$ cat src/rtl/battle_pkg.sv
// Shared encodings and per-attack constants for the battle engine.
package battle_pkg;

    typedef enum logic [1:0] {
        ACT_PUNCH = 2'd0,
        ACT_KICK  = 2'd1,
        ACT_BAT   = 2'd2,
        ACT_SWORD = 2'd3
    } act_t;

    typedef enum logic [2:0] {
        ST_IDLE,
        ST_SETUP,
        ST_P_TURN,
        ST_E_TURN,
        ST_RESOLVE,
        ST_DONE
    } state_t;

    // Indexed by act_t: base damage, damage spread, hit threshold.
    localparam logic [7:0] ATK_BASE [4] = '{8'd10, 8'd20, 8'd30, 8'd40};
    localparam logic [7:0] ATK_VAR  [4] = '{8'd2,  8'd4,  8'd6,  8'd8};
    localparam logic [7:0] ATK_THR  [4] = '{8'd0,  8'd1,  8'd2,  8'd3};

    // Galois taps for x^16+x^14+x^13+x^11+1 (right-shifting form).
    localparam logic [15:0] LFSR_TAPS = 16'hB400;

endpackage

$ cat src/rtl/battle_lfsr16.sv
// Free-running 16-bit Galois LFSR; holds SEED while reset is asserted.
module battle_lfsr16 #(
    parameter logic [15:0] SEED = 16'hACE1
) (
    input  logic        clk,
    input  logic        rst,
    output logic [15:0] r
);
    import battle_pkg::*;

    logic [15:0] r_q, r_d;

    always_comb begin
        r_d = {1'b0, r_q[15:1]};
        if (r_q[0]) r_d = r_d ^ LFSR_TAPS;
    end

    always_ff @(posedge clk or negedge rst) begin
        if (!rst) r_q <= SEED;
        else      r_q <= r_d;
    end

    assign r = r_q;

endmodule

$ cat src/rtl/battle_engine_core.sv
// Turn-based battle datapath: setup, alternating turns, damage resolution and
// win detection, with actions over valid/ready and LFSR-driven rolls.
module battle_engine_core #(
    parameter int unsigned  HP_W           = 8,
    parameter int unsigned  AMMO_W         = 2,
    parameter int unsigned  PLAYER_HP_BASE = 100,
    parameter int unsigned  PLAYER_HP_LVL  = 150,
    parameter int unsigned  BOSS_HP        = 150,
    parameter int unsigned  ENEMY_HP_MIN   = 50,
    parameter int unsigned  ENEMY_HP_SPAN  = 51,
    parameter int unsigned  BAT_USES       = 3,
    parameter int unsigned  SWORD_USES     = 2,
    parameter logic [15:0]  LFSR_SEED      = 16'hACE1
) (
    input  logic              clk,
    input  logic              rst,
    input  logic              start,
    input  logic              level_up,
    input  logic              boss,
    input  logic              act_valid,
    input  logic [1:0]        act_type,
    output logic              act_ready,
    output logic              turn,
    output logic              busy,
    output logic [HP_W-1:0]   player_hp,
    output logic [HP_W-1:0]   enemy_hp,
    output logic [AMMO_W-1:0] player_bat,
    output logic [AMMO_W-1:0] player_sword,
    output logic [AMMO_W-1:0] enemy_bat,
    output logic [AMMO_W-1:0] enemy_sword,
    output logic              result_valid,
    output logic              result_hit,
    output logic              result_empty,
    output logic [HP_W-1:0]   result_dmg,
    output logic              player_win,
    output logic              enemy_win
);
    import battle_pkg::*;

    logic [15:0] lfsr_r;

    battle_lfsr16 #(.SEED(LFSR_SEED)) u_lfsr (
        .clk (clk),
        .rst (rst),
        .r   (lfsr_r)
    );

    state_t              state_q, state_d;
    logic                turn_q, turn_d, lvl_q, lvl_d, boss_q, boss_d;
    logic [HP_W-1:0]     php_q, php_d, ehp_q, ehp_d;
    logic [AMMO_W-1:0]   pbat_q, pbat_d, psw_q, psw_d, ebat_q, ebat_d, esw_q, esw_d;
    logic                rv_q, rv_d, rhit_q, rhit_d, rempty_q, rempty_d;
    logic [HP_W-1:0]     rdmg_q, rdmg_d;
    logic                pwin_q, pwin_d, ewin_q, ewin_d;
    act_t                snap_type_q, snap_type_d;
    logic                snap_side_q, snap_side_d;
    logic [7:0]          snap_r_q, snap_r_d;

    logic                limited, empty, hit;
    logic [AMMO_W-1:0]   ammo_cnt;
    logic [15:0]         roll, spread, dmg16;
    logic [HP_W-1:0]     dmg, target_hp, new_hp;
    logic [31:0]         rand_hp;

    always_comb begin
        state_d     = state_q;
        turn_d      = turn_q;
        lvl_d       = lvl_q;
        boss_d      = boss_q;
        php_d       = php_q;
        ehp_d       = ehp_q;
        pbat_d      = pbat_q;
        psw_d       = psw_q;
        ebat_d      = ebat_q;
        esw_d       = esw_q;
        rv_d        = 1'b0;
        rhit_d      = rhit_q;
        rempty_d    = rempty_q;
        rdmg_d      = rdmg_q;
        pwin_d      = pwin_q;
        ewin_d      = ewin_q;
        snap_type_d = snap_type_q;
        snap_side_d = snap_side_q;
        snap_r_d    = snap_r_q;

        // Resolution terms derived purely from the action snapshot.
        limited   = (snap_type_q == ACT_BAT) || (snap_type_q == ACT_SWORD);
        ammo_cnt  = snap_side_q ? (snap_type_q[0] ? esw_q : ebat_q)
                                : (snap_type_q[0] ? psw_q : pbat_q);
        empty     = limited && (ammo_cnt == '0);
        roll      = (16'(snap_r_q[3:0]) * 16'd10) >> 4;
        hit       = !empty && (roll > 16'(ATK_THR[snap_type_q]));
        spread    = 16'(snap_r_q[7:4]) * 16'({ATK_VAR[snap_type_q], 1'b1});
        dmg16     = 16'(ATK_BASE[snap_type_q]) - 16'(ATK_VAR[snap_type_q]) + (spread >> 4);
        dmg       = HP_W'(dmg16);
        target_hp = snap_side_q ? php_q : ehp_q;
        new_hp    = !hit ? target_hp : ((target_hp < dmg) ? '0 : target_hp - dmg);
        rand_hp   = ENEMY_HP_MIN + ((32'(lfsr_r[15:8]) * ENEMY_HP_SPAN) >> 8);

        if (start) begin
            state_d = ST_SETUP;
            lvl_d   = level_up;
            boss_d  = boss;
            pwin_d  = 1'b0;
            ewin_d  = 1'b0;
            turn_d  = 1'b0;
        end else begin
            case (state_q)
                ST_SETUP: begin
                    state_d = ST_P_TURN;
                    php_d   = lvl_q  ? HP_W'(PLAYER_HP_LVL) : HP_W'(PLAYER_HP_BASE);
                    ehp_d   = boss_q ? HP_W'(BOSS_HP) : HP_W'(rand_hp);
                    pbat_d  = AMMO_W'(BAT_USES);
                    psw_d   = AMMO_W'(SWORD_USES);
                    ebat_d  = AMMO_W'(BAT_USES);
                    esw_d   = AMMO_W'(SWORD_USES);
                end
                ST_P_TURN, ST_E_TURN: begin
                    if (act_valid) begin
                        snap_type_d = act_t'(act_type);
                        snap_side_d = turn_q;
                        snap_r_d    = lfsr_r[7:0];
                        state_d     = ST_RESOLVE;
                    end
                end
                ST_RESOLVE: begin
                    rv_d     = 1'b1;
                    rhit_d   = hit;
                    rempty_d = empty;
                    rdmg_d   = hit ? dmg : '0;
                    if (limited && !empty) begin
                        case ({snap_side_q, snap_type_q[0]})
                            2'b00:   pbat_d = pbat_q - AMMO_W'(1);
                            2'b01:   psw_d  = psw_q  - AMMO_W'(1);
                            2'b10:   ebat_d = ebat_q - AMMO_W'(1);
                            default: esw_d  = esw_q  - AMMO_W'(1);
                        endcase
                    end
                    if (snap_side_q) php_d = new_hp;
                    else             ehp_d = new_hp;
                    if (new_hp == '0) begin
                        state_d = ST_DONE;
                        if (snap_side_q) ewin_d = 1'b1;
                        else             pwin_d = 1'b1;
                    end else begin
                        state_d = snap_side_q ? ST_P_TURN : ST_E_TURN;
                        turn_d  = ~snap_side_q;
                    end
                end
                default: ;
            endcase
        end
    end

    always_ff @(posedge clk or negedge rst) begin
        if (!rst) begin
            state_q     <= ST_IDLE;
            turn_q      <= 1'b0;
            lvl_q       <= 1'b0;
            boss_q      <= 1'b0;
            php_q       <= HP_W'(PLAYER_HP_BASE);
            ehp_q       <= '0;
            pbat_q      <= AMMO_W'(BAT_USES);
            psw_q       <= AMMO_W'(SWORD_USES);
            ebat_q      <= AMMO_W'(BAT_USES);
            esw_q       <= AMMO_W'(SWORD_USES);
            rv_q        <= 1'b0;
            rhit_q      <= 1'b0;
            rempty_q    <= 1'b0;
            rdmg_q      <= '0;
            pwin_q      <= 1'b0;
            ewin_q      <= 1'b0;
            snap_type_q <= ACT_PUNCH;
            snap_side_q <= 1'b0;
            snap_r_q    <= '0;
        end else begin
            state_q     <= state_d;
            turn_q      <= turn_d;
            lvl_q       <= lvl_d;
            boss_q      <= boss_d;
            php_q       <= php_d;
            ehp_q       <= ehp_d;
            pbat_q      <= pbat_d;
            psw_q       <= psw_d;
            ebat_q      <= ebat_d;
            esw_q       <= esw_d;
            rv_q        <= rv_d;
            rhit_q      <= rhit_d;
            rempty_q    <= rempty_d;
            rdmg_q      <= rdmg_d;
            pwin_q      <= pwin_d;
            ewin_q      <= ewin_d;
            snap_type_q <= snap_type_d;
            snap_side_q <= snap_side_d;
            snap_r_q    <= snap_r_d;
        end
    end

    assign act_ready    = (state_q == ST_P_TURN) || (state_q == ST_E_TURN);
    assign busy         = (state_q != ST_IDLE) && (state_q != ST_DONE);
    assign turn         = turn_q;
    assign player_hp    = php_q;
    assign enemy_hp     = ehp_q;
    assign player_bat   = pbat_q;
    assign player_sword = psw_q;
    assign enemy_bat    = ebat_q;
    assign enemy_sword  = esw_q;
    assign result_valid = rv_q;
    assign result_hit   = rhit_q;
    assign result_empty = rempty_q;
    assign result_dmg   = rdmg_q;
    assign player_win   = pwin_q;
    assign enemy_win    = ewin_q;

endmodule

$ cat config.mk
export PLATFORM = sky130hd
export DESIGN_NAME = battle_engine_core
export DESIGN_NICKNAME = d
export VERILOG_FILES = /design/src/rtl/battle_pkg.sv /design/src/rtl/battle_lfsr16.sv /design/src/rtl/battle_engine_core.sv
export SDC_FILE = /design/constraint.sdc
export NUM_CORES = 1
export LEC_CHECK = 0
export ABC_AREA = 1
export CAP_MARGIN = 25
export CORE_MARGIN = 4
export CORE_UTILIZATION = 30
export CTS_CLUSTER_DIAMETER = 80
export DETAILED_ROUTE_END_ITERATION = 12
export GPL_TIMING_DRIVEN = 0
export PLACE_DENSITY = 0.55
export SLEW_MARGIN = 20
export SYNTH_ARGS = -nofsm -noshare
export SYNTH_HDL_FRONTEND = slang
export SYNTH_SLANG_ARGS = --single-unit
$ cat constraint.sdc
create_clock -name clk -period 5.9 [get_ports clk]
set_input_delay 1.18 -clock clk [delete_from_list [all_inputs] [get_ports clk]]
set_output_delay 1.18 -clock clk [all_outputs]
set_load 0.02 [all_outputs]
==> impl_metrics.tcl <==
set metrics [dict create \
    wl_mm 13.0 \
    crit_top_cell "sky130_fd_sc_hd__nand2_1" \
    worstHoldEndpoint "u_lfsr.r[5]$_DFF_PN1_" \
    detail_route.vias_per_cell 4.48 \
    synth_nets 779 \
    timing.final.max_slew_violations 0 \
    grt-ovfl-total 0 \
    clk_transition_reported_paths_ns 0.06 \
    status "finished, final reports clean" \
    timing.final.crit_period_ns 5.60 \
    die_x_um 142 \
    ff2ff_setup_slack_ns 0.30 \
    total_vias_in_the_final_route 4451 \
    timing.critical_path.from_type "register" \
    worst_clock_skew_ns 0.00685 \
    drtPass1Iterations 4 \
    finalSetupViolCount 0 \
    htreeDepth 3 \
    fin_worst_hold_slack_ns 0.364 \
    final.period_utilization_pct 94.9 \
    layout_setup_ws_ns 0.303 \
    start_util_pct 30.9 \
    cts-root-buf "sky130_fd_sc_hd__clkbuf_16" \
    critical_path.endpoint_type "register" \
    report.final.hold_viol_count 0 \
    fin_tns_setup_ns 0 \
    tightestPinTransition_ns 0.662 \
    syn_avg_cell_area_um2 7.82 \
    ys.flop_type "sky130_fd_sc_hd__dfrtp_1" \
    rr_worst_depth 35 \
    cts_tree "yes" \
    hold_depth 0 \
    async_flop_share_pct 100 \
    io_buffers 46 \
    yosys_warnings 0 \
    cts.sink_count 70 \
    slew-limit-headroom_pct 55.8 \
    commonest_non_fill_non_tap_cells_in_the_layout "sky130_fd_sc_hd__nand2_1, sky130_fd_sc_hd__inv_1, sky130_fd_sc_hd__nor2_1, sky130_fd_sc_hd__ha_1, sky130_fd_sc_hd__dfrtp_1" \
    synthCells 689 \
    insertedDiodeCount 0 \
    yosysUniqueCellTypes 42 \
    worst-path-max-fanout 5 \
    drt_drc_violations_left 0 \
    die-area_um2 20200 \
    synth-seq-cells 70 \
    fp.coreArea_um2 17400 \
    antenna_left 0 \
    antenna_found_initial 0 \
    cp_slowest_cell "sky130_fd_sc_hd__fa_1" \
    grt_max_degree 52 \
    number_of_global_route_vias_before_repair 4187 \
    place_congestion 0.855 \
    share_of_final_layout_standard_cells_stronger_than_drive_strength_1_pct 14.6 \
    timing_worst_setup_path_type "register to register" \
    die_y_um 142 \
    worst_path_largest_cell_delay_ns 0.48 \
    seq_area_frac_synth_pct 32.9 \
    grt_first_pass_wirelength_mm 21.1 \
    worstReg2RegEnd "turn$_DFFE_PN0P_" \
    io-pin-count 48 \
    clock.fmax_ghz 0.179 \
    min_path_type "register to register" \
    grt_util_all_layers_pct 13.3 \
    insertion_delay_ns 0.35 \
    pre_cts_ws_ns -0.613 \
    rows 48 \
    synth-edff-count 0 \
    maxCapViolations 0 \
    cts_made_buffers 9 \
    average_routed_wire_per_standard_cell_um 13.1 \
    hpwlAfterDp_mm 10.2 \
    cp.arrival_ns 5.89 \
    layout.nets 853 \
    post_cts_hold_buffer_count 0 \
    max-clock-path-buffers 2 \
    critical_path_required_ns 6.19 \
    area.growth.synth_to_final_pct 26.2 \
    drt-initial-drc-count 263 \
    most_common_cell_after_layout_fill_and_taps_aside "sky130_fd_sc_hd__nand2_1" \
    hold_sp "u_lfsr.r[6]$_DFF_PN1_" \
    placed_cell_count 961 \
    r2r_start "snap_type_q[1]$_DFFE_PN0P_" \
    finalNonFillerCells 993 \
    synth_area_um2 5390 \
]
-- critical path, delay by kind of cell, from the launching register on --
family,cells,cell delay [ns]
fa+ha+maj,7,2.30
simple gates,15,1.24
compound gates,5,0.73
buf+inv,6,0.49
flops,1,0.41
xor+xnor,2,0.37
-- per-stage QoR --
step                area (µm²)  utilization [%]
floorplan                 5390                -
global placement          6130             35.2
detailed placement        6150             35.3
CTS                       6570             37.7
global route              6800             39.0
finish                    6800             39.0
-- state kept, by name (all words and copies together) (netlist names) --
signal,count
u_lfsr.r,16
player_sword,2
enemy_bat,2
snap_r_q,8
result_empty,1
result_dmg,8
result_hit,1
enemy_win,1
enemy_sword,2
player_win,1
turn,1
player_hp,8
boss_q,1
state_q,3
lvl_q,1
player_bat,2
result_valid,1
snap_side_q,1
enemy_hp,8
snap_type_q,2
-- how the worst max path moves through the flow --
stage | startpoint | to | cells after the start
6_report | snap_type_q[1]$_DFFE_PN0P_ | turn$_DFFE_PN0P_ | 35
5_1_grt | snap_type_q[0]$_DFFE_PN0P_ | turn$_DFFE_PN0P_ | 35
4_1_cts | snap_type_q[0]$_DFFE_PN0P_ | state_q[1]$_DFFE_PN0P_ | 33
3_5_place_dp | snap_type_q[0]$_DFFE_PN0P_ | state_q[1]$_DFFE_PN0P_ | 33
3_3_place_gp | snap_type_q[0]$_DFFE_PN0P_ | state_q[1]$_DFFE_PN0P_ | 33
2_1_floorplan | snap_type_q[0]$_DFFE_PN0P_ | state_q[1]$_DFFE_PN0P_ | 33
-- cell families (layout without fill, tap and decap cells) --
group                    after synthesis  in the layout  share of synthesized area (%)
XOR/XNOR                              18             18                           2.93
AO/OA/AOI/OAI                         95             95                           9.41
adder cells (fa/ha/maj)               82             82                           21.0
multiplexers                           6              6                           1.23
AND/OR/NAND/NOR                      283            283                           22.7
buffers and inverters                135            214                           9.78
flip-flops                            70             70                           32.9
-- synthesized netlist by cell type, types with 5 or more instances --
master / n / share of area, %
sky130_fd_sc_hd__dfstp_2: 17 / 8.3
sky130_fd_sc_hd__mux2_2: 5 / 1.0
sky130_fd_sc_hd__nor2_1: 61 / 4.3
sky130_fd_sc_hd__fa_1: 14 / 5.2
sky130_fd_sc_hd__inv_1: 122 / 8.5
sky130_fd_sc_hd__nand2_1: 151 / 11
sky130_fd_sc_hd__a21oi_1: 40 / 3.7
sky130_fd_sc_hd__o21ai_0: 35 / 3.3
sky130_fd_sc_hd__nand2_2: 6 / 0.70
sky130_fd_sc_hd__o21ai_1: 6 / 0.56
sky130_fd_sc_hd__dfrtp_1: 53 / 25
sky130_fd_sc_hd__xnor2_1: 5 / 0.81
sky130_fd_sc_hd__nand3_1: 30 / 2.8
sky130_fd_sc_hd__ha_1: 68 / 16
sky130_fd_sc_hd__nor2_2: 7 / 0.81
sky130_fd_sc_hd__nor3_1: 7 / 0.65
sky130_fd_sc_hd__xor2_1: 13 / 2.1
sky130_fd_sc_hd__nand4_1: 5 / 0.58
-- metal layers --
layer  global-route usage (%)  up-vias  part of all wire [%]
li1                         -     2347                     -
met4                     3.64        0                   1.2
met3                     3.06       13                   3.7
met2                     20.8       58                    46
met5                        0        -                     0
met1                     18.5     2033                    49
-- what timing repair did --
action,in CTS,in global routing
setup endpoints to repair,22,20
buffers inserted,8,8
gates resized for setup,9,26
pin swaps,4,21
-- area by class of cell --
class | count | area (µm²)
tap | 225 | 282
inverter | 127 | 482
clock buffer | 9 | 225
multi-input combinational | 484 | 3280
timing repair buffer | 63 | 606
fill | 1825 | 10600
clock inverter | 7 | 96.3
sequential | 70 | 1770
buffer | 8 | 47.5
Power is not shown: default switching activity piles up to over one toggle a cycle in this logic, so the estimate is an artifact.
